==> src/rtl/board_pkg.sv <==
// Shared definitions for the Memory-Matrix board generator.
// Provides the FSM state encoding, a constant clog2 helper and default
// maximal-length Galois feedback masks for common LFSR widths.
package board_pkg;

    typedef enum logic [1:0] {
        IDLE  = 2'd0,
        GEN   = 2'd1,
        READY = 2'd2
    } state_t;

    localparam logic [7:0]  TAP_MASK_8  = 8'hB8;
    localparam logic [15:0] TAP_MASK_16 = 16'hB400;
    localparam logic [23:0] TAP_MASK_24 = 24'hE10000;
    localparam logic [31:0] TAP_MASK_32 = 32'hA3000000;

    // ceil(log2(value)); the bit count needed to hold value-1.
    function automatic int clog2(input int value);
        int result;
        result = 0;
        for (int i = 0; i < 31; i++) begin
            if ((1 << i) < value) begin
                result = i + 1;
            end
        end
        return result;
    endfunction

endpackage

==> src/rtl/board_lfsr.sv <==
// Free-running Galois LFSR used as the entropy source for board candidates.
// Ports:
//   clk        system clock, rising edge
//   reset      asynchronous active-high reset, loads SEED
//   seed_load  replace this cycle's step with seed_in (ignored if seed_in == 0)
//   seed_in    new seed value
//   lfsr       current register value
module board_lfsr
    import board_pkg::*;
#(
    parameter int                 LFSR_W   = 16,
    parameter logic [LFSR_W-1:0]  TAP_MASK = TAP_MASK_16,
    parameter logic [LFSR_W-1:0]  SEED     = 16'hACE1
) (
    input  logic              clk,
    input  logic              reset,
    input  logic              seed_load,
    input  logic [LFSR_W-1:0] seed_in,
    output logic [LFSR_W-1:0] lfsr
);

    // A zero seed would lock the LFSR at zero forever, so it is dropped
    // and the normal step is taken instead.
    always_ff @(posedge clk or posedge reset) begin
        if (reset) begin
            lfsr <= SEED;
        end else if (seed_load && (seed_in != '0)) begin
            lfsr <= seed_in;
        end else if (lfsr[0]) begin
            lfsr <= (lfsr >> 1) ^ TAP_MASK;
        end else begin
            lfsr <= lfsr >> 1;
        end
    end

endmodule

==> src/rtl/board_gen_param.sv <==
// Pseudo-random game-board generator for the Memory-Matrix game.
// On start it evaluates one LFSR candidate per cycle until one has a lit-cell
// count inside the clamped [min_lit, max_lit] window, or falls back to a
// pattern with the low eff_min cells lit after MAX_TRIES candidates.
// Ports:
//   clk, reset          clock / asynchronous active-high reset
//   start               request a new board (sampled in IDLE and READY)
//   seed_load, seed_in  reseed the LFSR (zero seed ignored)
//   min_lit, max_lit    requested lit-cell window, sampled every GEN cycle
//   board               registered board, bit i = cell i lit
//   board_valid         board holds a completed result
//   busy                search in progress
//   fallback            board is the fallback pattern
//   tries               candidates examined for the current board
module board_gen_param
    import board_pkg::*;
#(
    parameter int                 N_CELLS   = 16,
    parameter int                 LFSR_W    = 16,
    parameter logic [LFSR_W-1:0]  TAP_MASK  = TAP_MASK_16,
    parameter logic [LFSR_W-1:0]  SEED      = 16'hACE1,
    parameter int                 MAX_TRIES = 64,
    localparam int                CNT_W     = clog2(N_CELLS + 1),
    localparam int                TRY_W     = clog2(MAX_TRIES + 1)
) (
    input  logic               clk,
    input  logic               reset,
    input  logic               start,
    input  logic               seed_load,
    input  logic [LFSR_W-1:0]  seed_in,
    input  logic [CNT_W-1:0]   min_lit,
    input  logic [CNT_W-1:0]   max_lit,
    output logic [N_CELLS-1:0] board,
    output logic               board_valid,
    output logic               busy,
    output logic               fallback,
    output logic [TRY_W-1:0]   tries
);

    localparam logic [CNT_W-1:0] N_CNT    = CNT_W'(N_CELLS);
    localparam logic [TRY_W-1:0] LAST_TRY = TRY_W'(MAX_TRIES - 1);

    logic [LFSR_W-1:0]  lfsr;
    logic [N_CELLS-1:0] cand;
    logic [N_CELLS-1:0] fb_pattern;
    logic [CNT_W-1:0]   pop;
    logic [CNT_W-1:0]   eff_min;
    logic [CNT_W-1:0]   eff_max;
    logic               in_window;
    state_t             state;

    // Clamp the lower bound to the board size.
    function automatic logic [CNT_W-1:0] clamp_min(input logic [CNT_W-1:0] lo);
        return (lo > N_CNT) ? N_CNT : lo;
    endfunction

    // An inverted window collapses onto eff_min; an oversized one onto
    // N_CELLS, so the window is never empty.
    function automatic logic [CNT_W-1:0] clamp_max(input logic [CNT_W-1:0] hi,
                                                   input logic [CNT_W-1:0] lo_eff);
        logic [CNT_W-1:0] m;
        m = (hi < lo_eff) ? lo_eff : hi;
        return (m > N_CNT) ? N_CNT : m;
    endfunction

    board_lfsr #(
        .LFSR_W   (LFSR_W),
        .TAP_MASK (TAP_MASK),
        .SEED     (SEED)
    ) u_lfsr (
        .clk       (clk),
        .reset     (reset),
        .seed_load (seed_load),
        .seed_in   (seed_in),
        .lfsr      (lfsr)
    );

    assign cand = lfsr[N_CELLS-1:0];

    always_comb begin
        pop = '0;
        for (int i = 0; i < N_CELLS; i++) begin
            pop = pop + CNT_W'(cand[i]);
        end
    end

    assign eff_min   = clamp_min(min_lit);
    assign eff_max   = clamp_max(max_lit, eff_min);
    assign in_window = (pop >= eff_min) && (pop <= eff_max);

    always_comb begin
        fb_pattern = '0;
        for (int i = 0; i < N_CELLS; i++) begin
            fb_pattern[i] = (CNT_W'(i) < eff_min);
        end
    end

    // board is only ever written on the GEN -> READY transition (or reset).
    always_ff @(posedge clk or posedge reset) begin
        if (reset) begin
            state       <= IDLE;
            board       <= '0;
            board_valid <= 1'b0;
            busy        <= 1'b0;
            fallback    <= 1'b0;
            tries       <= '0;
        end else begin
            case (state)
                IDLE, READY: begin
                    if (start) begin
                        state       <= GEN;
                        busy        <= 1'b1;
                        board_valid <= 1'b0;
                        fallback    <= 1'b0;
                        tries       <= '0;
                    end
                end
                GEN: begin
                    tries <= tries + TRY_W'(1);
                    if (in_window) begin
                        board       <= cand;
                        board_valid <= 1'b1;
                        busy        <= 1'b0;
                        state       <= READY;
                    end else if (tries == LAST_TRY) begin
                        board       <= fb_pattern;
                        fallback    <= 1'b1;
                        board_valid <= 1'b1;
                        busy        <= 1'b0;
                        state       <= READY;
                    end
                end
                default: begin
                    state <= IDLE;
                    busy  <= 1'b0;
                end
            endcase
        end
    end

endmodule
==> config.mk <==
export PLATFORM = sky130hd
export DESIGN_NAME = board_gen_param
export DESIGN_NICKNAME = d
export VERILOG_FILES = /design/src/rtl/board_pkg.sv /design/src/rtl/board_lfsr.sv /design/src/rtl/board_gen_param.sv
export SDC_FILE = /design/constraint.sdc
export NUM_CORES = 1
export LEC_CHECK = 0
export ABC_AREA = 1
export BUFFER_PORTS_ARGS = -buffer_cell sky130_fd_sc_hd__buf_4
export CAP_MARGIN = 10
export CORE_MARGIN = 2
export CORE_UTILIZATION = 45
export DETAILED_ROUTE_END_ITERATION = 16
export MAX_ROUTING_LAYER = met4
export PLACE_DENSITY = 0.73
export SKIP_CTS_REPAIR_TIMING = 1
export SYNTH_ARGS = -nofsm -noshare
export SYNTH_HDL_FRONTEND = slang
export SYNTH_SLANG_ARGS = --single-unit
==> constraint.sdc <==
create_clock -name clk -period 5.6 [get_ports clk]
set_input_delay 1.12 -clock clk [delete_from_list [all_inputs] [get_ports clk]]
set_output_delay 1.12 -clock clk [all_outputs]
set_load 0.1 [all_outputs]
After elaboration in Yosys (flattened, before gate mapping)
Index checks and enable logic that the tools add are counted.

$lt $le $gt $ge: 21. Shift operators: 0. Add/sub/neg operators: 16. Div/mod/pow operators: 0. Bitwise logic cells: 1. Reductions and logical operators: 12. $mul: 0. Multiplexer cells: 23. Equality and inequality tests: 7.

Operators with widths (count): $mux W16 (4); $add A5 B1 Y5 (11); $lt A4 B5 Y1 const A (8); $lt A3 B5 Y1 const A (4); $reduce_bool A16 Y1 (1); $mux W5 (3); $pmux W7 S2 (1); $gt A5 B5 Y1 const B (2); $lt A1 B5 Y1 const A (2); $lt A2 B5 Y1 const A (2); $add A7 B1 Y7 const B (1); $eq A7 B6 Y1 const B (1); $mux W1 (7); $mux W7 (1); $mux W2 (3); $ne A2 B2 Y1 const B (3); $pmux W1 S2 (3); $reduce_and A2 Y1 (3); $add A4 B1 Y5 (1); $ge A5 B5 Y1 (1); $le A5 B5 Y1 (1); $lt A5 B5 Y1 (1); $add A3 B1 Y4 (1); $not A3 Y4 (1); other kinds (12) (14).

Word-level logic and storage cells: 87. ROM bits: 0. Bits in registers: 44. Latch bits: 0. RAM bits: 0. Memories kept: 0. Input port bits: 30. Output and inout bits: 26.

Longest topological paths before layout
Gate-level depths: netlist of the first run.

Word-level depth: 19. Depth in mapped cells: 27. Mapped depth without buffers: 27.

By module
A second synthesis of the first run with hierarchy kept.

Cell total of the unflattened synthesis: 399. Area total of the unflattened synthesis: 3026.7 µm².

By module, submodules not included: board_gen_param (times used 1, area an instance 2285.9 µm², cells each 311, sequential area each 700.7 µm²); board_lfsr (times used 1, area an instance 740.7 µm², cells each 88, sequential area each 410.4 µm²).

Worst setup path before layout of the first run
OpenSTA, ideal clock, no wires.

Kind: register to register. Start: register u_lfsr.lfsr[0]. End: register board[0]. Data required time: 5.480 ns. Arrival: 4.592 ns. Period minus slack after synthesis: 4.712 ns. Buffers on the path: 1. Path slack: 0.888 ns. Library setup time: 0.120 ns. Cell stages (with the launch flop): 21. Path through: dfstp_2 -> inv_1 -> fa_1 -> fa_1 -> fa_1 -> fa_1 -> inv_1 -> ha_1 -> fa_1 -> nand2_1 -> a21boi_0 -> ha_1 -> a21oi_1 -> o21ai_0 -> o22ai_1 -> nand2_2 -> nand2_1 -> nand2_4 -> buf_6 -> nand2_1 -> nand2_1.

Longest elaborated chain between the ends: 19. Elaborated cells between the ends (all ways): 21. Those cells by class: add/sub (15); order compare (2); mux (1); reduce/logical (3).

RTL lines: start, declared (RTL line board_lfsr.sv:19) `output logic [LFSR_W-1:0] lfsr`; start signal, assigned (RTL line board_lfsr.sv:28) `lfsr <= seed_in;`; start signal, assigned (RTL line board_lfsr.sv:30) `lfsr <= (lfsr >> 1) ^ TAP_MASK;`; start signal, assigned (RTL line board_lfsr.sv:32) `lfsr <= lfsr >> 1;`; $add A1 B1 Y2 (RTL line board_gen_param.sv:83) `pop = pop + CNT_W'(cand[i]);`; $add A2 B1 Y3 (RTL line board_gen_param.sv:83); $add A3 B1 Y4 (RTL line board_gen_param.sv:83); $add A4 B1 Y5 (RTL line board_gen_param.sv:83); $add A5 B1 Y5 (11 in a row) (RTL line board_gen_param.sv:83); $ge A5 B5 Y1 / $le A5 B5 Y1 (equally long branches) (RTL line board_gen_param.sv:89) `assign in_window = (pop >= eff_min) && (pop <= eff_max);`; $logic_and A1 B1 Y1 (RTL line board_gen_param.sv:89); $reduce_bool A2 Y1 (no line); $reduce_and A2 Y1 (no line); end signal, assigned (RTL line board_gen_param.sv:121) `board <= cand;`; end signal, assigned (RTL line board_gen_param.sv:126) `board <= fb_pattern;`; end, declared (RTL line board_gen_param.sv:33) `output logic [N_CELLS-1:0] board,`.

Parallel ways exist; a longest one is shown, timed or not. A chain may end at the register's enable or synchronous reset.

Final worst setup path of the first run
Start: register u_lfsr.lfsr[0]. End: register board[1].

Longest elaborated chain between the ends: 19. Elaborated cells between the ends (all ways): 21. Those cells by class: add/sub (15); order compare (2); mux (1); reduce/logical (3).

RTL lines (RTL line): $add A1 B1 Y2 (*) (board_gen_param.sv:83); $add A2 B1 Y3 (*) (board_gen_param.sv:83); $add A3 B1 Y4 (*) (board_gen_param.sv:83); $add A4 B1 Y5 (*) (board_gen_param.sv:83); $add A5 B1 Y5 (*) (11 in a row) (board_gen_param.sv:83); $ge A5 B5 Y1 / $le A5 B5 Y1 (equally long branches) (board_gen_param.sv:89); $logic_and A1 B1 Y1 (*) (board_gen_param.sv:89); $reduce_bool A2 Y1 (no line); $reduce_and A2 Y1 (no line).

Mark *: on every way between the ends. The rest lies on a longest branch, timed or not.

==> results.toml, run 1 <==
[critical_path]
worstPathArrival_ns = 5.53
crit_type = "flop to flop"
critPathLaunchType = "flop"
reg2reg_slack_ns = 0.29
worstPathRequired_ns = 5.81
reg2reg_depth = 18
worstReg2RegStart = "u_lfsr.lfsr[0]"
worstPathMaxFanout = 33
endpoint_kind = "flop"
rr_endpoint = "board[1]"

[sta]
finalHoldViolations = 0
period_minus_slack_ns = 5.31
fin_setup_tns_ns = 0
slew_violations = 0
relSlewSlack_pct = 44.8
fmaxAchievable_mhz = 188
final-setup-viol-count = 0
fin_skew_ns = 0.00920
post-route-period-util_pct = 94.9
rsz0062_at_grt = "false"
max_slew.worst_pin.slew_ns = 0.826

[worst_hold_path]
min_path_type = "flop to flop"
hold_depth = 1
min_from = "state[0]"
min_to = "busy"

[clock_network]
cts_root_buf = "clkbuf_8"
cts_tree = "done"
cts_buffers = 5
clkLatencyLatePin_ns = 0.30
clkTransAtPathRegs_ns = 0.08
clkSinkCount = 44
cts_max_level = 2
clock_path_buffers = 2

[yosys]
yosysMostFrequentCell = "nand2_1"
syn_area_sq_um = 2980
syn_nets = 450
synth_common_cells = "114 x nand2_1, 57 x inv_1, 40 x nor2_1, 36 x dfrtp_1, 25 x a21oi_1"
ys_seq_elements = 44
synth.area.top_cells = "dfrtp_1 30%, nand2_1 14%, ha_1 8.4%"
avgSynthCellArea_sq_um = 7.64
ys_warn_count = 0
synth_top_area_cell = "dfrtp_1"
synth_top_area_share_pct = 30.2
synth_edf_count = 0
netlist-cell-type-count = 30
synth_cells = 390
synthArstFlopShare_pct = 100
yosysSeqAreaShare_pct = 37.3
ys.flop_type = "dfrtp_1"

[floorplan]
ioPinCount = 56
std_cell_rows = 29
die_area_sq_um = 7290
core_area_sq_um = 6390
die_y_um = 85.4
die_w_um = 85.4
start_util_pct = 46.6

[detailed_routing]
ant_nets = 0
wire_per_inst_um = 12.9
vias_per_cell = 5.01
num_vias = 2624
wl_um = 6770
drtPass1Iterations = 5
drt-initial-drc-count = 186
drc = 0

[place]
port_buffers = 55
dpl.hpwl_um = 5370
post_dp_cell_area_sq_um = 3440
globalplace.congestion = 0.860

[finish]
post-route-cell-area_sq_um = 3590
multiInputGateArea_sq_um = 1600
ff_latch_area_sq_um = 1110
area_growth_pct = 20.4
num-fill-cells = 602
drive_gt1_share_pct = 18.1
fin_nets = 506
num_antenna_cells = 0

[global_route]
grt_overflow = 0
gr-usage-all-layers_pct = 20.3
grt_pass1_wl_um = 11400
grt_pass1_vias = 2537
grt_max_degree = 45
antenna_found_initial = 0

[run_status]
outcome = "completed"

[run]
drv_cap = 0
## stage by stage
stage                     util [%]  hold slack [ns]  cells  worst slack (ns)
after global placement        53.8            0.454    515             0.393
after detailed placement      53.8            0.468    515             0.204
after global routing          56.2            0.526    524           0.00712
after floorplan                  -            0.444    390             0.888
after CTS                     55.8            0.483    523             0.162
final                         56.2            0.478    524             0.286
## state kept, by name, summed over array words and instances, names as in the netlist
name	cells
board	16
board_valid	1
busy	1
fallback	1
state	2
tries	7
u_lfsr.lfsr	16
## layout make-up
class / instances / share of cell area (%)
Tap cell: 77 / 2.69
Inverter: 58 / 6.07
Multi-Input combinational cell: 280 / 44.5
Sequential cell: 44 / 31.0
Timing Repair Buffer: 57 / 12.3
Clock inverter: 1 / 0.837
Clock buffer: 7 / 2.69
## logic make-up (layout without fill, tap and decap cells)
group / after synthesis / count (layout) / synth area share, %
buf+inv: 66 / 123 / 9.32
fa+ha+maj: 30 / 30 / 15.1
compound gates: 54 / 54 / 10.1
simple gates: 192 / 192 / 27.0
flops: 44 / 44 / 37.3
xor+xnor: 4 / 4 / 1.18
## critical path, cell delays in order, from the launching register on
cell and delay (ns):
dfstp_2 0.57, inv_1 0.12, fa_1 0.58, fa_1 0.44, fa_1 0.48, fa_1 0.49
inv_1 0.04, ha_1 0.20, fa_1 0.40, nand2_1 0.08, a21boi_0 0.13, ha_1 0.36
a21oi_1 0.16, o21ai_0 0.11, o22ai_1 0.26, nand2_4 0.25, nand2_1 0.19, nand2_4 0.15
o21ai_0 0.21
## routing by layer
metal / GRT usage [%] / vias to the layer above / routed length, um
met5: - / - / 0
met4: 3.46 / 0 / 43
met3: 4.18 / 5 / 331
met2: 33.3 / 60 / 3260
met1: 26.5 / 1214 / 3130
li1: - / 1345 / -
## cell usage in the layout, fill, tap and decap left out, types with 2 or more instances in the layout
cell      instances
nor3_1            4
dfrtp_1          36
nand2_1         114
o21a_1            2
dfstp_2           8
nand4_1           3
inv_1            57
nor2_1           40
nor4_1            4
ha_1             20
nand2_4           2
xor2_1            3
buf_4            56
a21oi_1          25
nand2_2           2
clkbuf_8          7
nand3_1          21
o21ai_0          21
fa_1             10
## worst max-delay path by stage
stage	to	start	slack, ns
finish	board[1]	u_lfsr.lfsr[0]	0.29
CTS	board[0]	u_lfsr.lfsr[0]	0.16
global route	board[1]	u_lfsr.lfsr[0]	0.007
detailed placement	board[0]	u_lfsr.lfsr[0]	0.20
floorplan	board[0]	u_lfsr.lfsr[0]	0.89
global placement	board[0]	u_lfsr.lfsr[0]	0.39
Power of run 1 is left out: the tool's default activity adds up to more than one toggle a clock period on the data nets, which glitch-free logic cannot reach.
==> run 2: changes to the inputs <==
--- a/config.mk
+++ b/config.mk
@@ -11,7 +11,6 @@
 export CORE_MARGIN = 2
 export CORE_UTILIZATION = 45
 export DETAILED_ROUTE_END_ITERATION = 16
-export MAX_ROUTING_LAYER = met4
 export PLACE_DENSITY = 0.73
 export SKIP_CTS_REPAIR_TIMING = 1
 export SYNTH_ARGS = -nofsm -noshare
==> results.toml, run 2 (synthesis results as in run 1) <==
[global_route]
gr-usage-all-layers_pct = 19.3
grt_pass1_vias = 2472
grt_overflow = 0
grt_pass1_wl_um = 11100
grt_max_degree = 45
antenna_found_initial = 0

[sta]
fin_setup_tns_ns = 0
whs_ns = 0.465
finalHoldViolations = 0
fin_skew_ns = 0.0129
final-setup-viol-count = 0
post-route-period-util_pct = 94.2
slew_violations = 0
max_slew.worst_pin.slew_ns = 0.817
relSlewSlack_pct = 45.4
period_minus_slack_ns = 5.27
rsz0062_at_grt = "false"
fmaxAchievable_mhz = 190

[detailed_routing]
vias_per_cell = 4.99
drc = 0
drt-initial-drc-count = 154
drtPass1Iterations = 5
ant_nets = 0
num_vias = 2616
wl_um = 6790
wire_per_inst_um = 13.0

[floorplan]
start_util_pct = 46.6
die_area_sq_um = 7290
die_w_um = 85.4
core_area_sq_um = 6390
die_y_um = 85.4
std_cell_rows = 29
ioPinCount = 56

[run]
drv_cap = 0

[clock_network]
clkTransAtPathRegs_ns = 0.09
cts_buffers = 5
clkLatencyLatePin_ns = 0.30
cts_tree = "done"
clock_path_buffers = 2
cts_root_buf = "clkbuf_8"
clkSinkCount = 44
cts_max_level = 2

[place]
post_dp_cell_area_sq_um = 3440
globalplace.congestion = 0.842
dpl.hpwl_um = 5460
port_buffers = 55

[finish]
num_antenna_cells = 0
mostFrequentLayoutCell = "nand2_1"
fin_util_pct = 55.9
drive_gt1_share_pct = 18.1
fin_nets = 506
reg_top3 = "board: 16 flops, u_lfsr.lfsr: 16 flops, tries: 7 flops"
multiInputGateArea_sq_um = 1600
area_growth_pct = 19.9
ff_latch_area_sq_um = 1110
post-route-cell-area_sq_um = 3570
num-fill-cells = 634
mostFrequentLayoutCells = "114 x nand2_1, 57 x inv_1, 56 x buf_4, 40 x nor2_1, 36 x dfrtp_1"

[critical_path]
worstPathArrival_ns = 5.48
reg2reg_depth = 18
endpoint_kind = "flop"
crit_type = "flop to flop"
critPathLaunchType = "flop"
reg2reg_slack_ns = 0.33
worstPathMaxFanout = 33
worstPathRequired_ns = 5.81

[worst_hold_path]
hold_depth = 1
min_path_type = "flop to flop"

[run_status]
outcome = "completed"
## run 2: cell type report
cell class                 count  share of cell area, %
clock buffer                   5                   1.93
clock inverter                 3                   1.19
inverter                      58                   6.09
multi-input combinational    280                   44.7
sequential                    44                   31.1
tap                           77                   2.70
timing repair buffer          57                   12.3
## run 2: final timing paths
check                               start  endpoint
max                        u_lfsr.lfsr[0]  board[1]
min in group asynchronous           reset  board[5]
max reg2reg                u_lfsr.lfsr[0]  board[1]
min reg2reg                      state[0]      busy
min                              state[0]      busy
max in group asynchronous           reset  tries[3]
## run 2: through the flow
step	std cells	worst slack, ns
final	524	0.327
after global routing	524	0.0771
after CTS	523	0.202
after detailed placement	515	0.242
after global placement	515	0.399
after floorplan	390	0.888
## run 2: layer usage
| layer | part of all wire, % | track usage, % | vias up | wire [um] |
|---|---|---|---|---|
| li1 | - | - | 1346 | - |
| met1 | 46 | 26.0 | 1203 | 3140 |
| met2 | 49 | 33.1 | 62 | 3350 |
| met3 | 3.9 | 3.21 | 5 | 265 |
| met4 | 0.54 | 3.46 | 0 | 37 |
| met5 | 0 | 0 | - | 0 |
## run 2: worst max-delay path, cell delays in order, from the launching register on
cell and delay (ns):
dfstp_2 0.56, inv_1 0.11, fa_1 0.59, fa_1 0.45, fa_1 0.48, fa_1 0.48
inv_1 0.04, ha_1 0.20, fa_1 0.40, nand2_1 0.09, a21boi_0 0.13, ha_1 0.35
a21oi_1 0.16, o21ai_0 0.10, o22ai_1 0.24, nand2_4 0.24, nand2_1 0.18, nand2_4 0.15
o21ai_0 0.22
Power of run 2 is left out for the same reason.
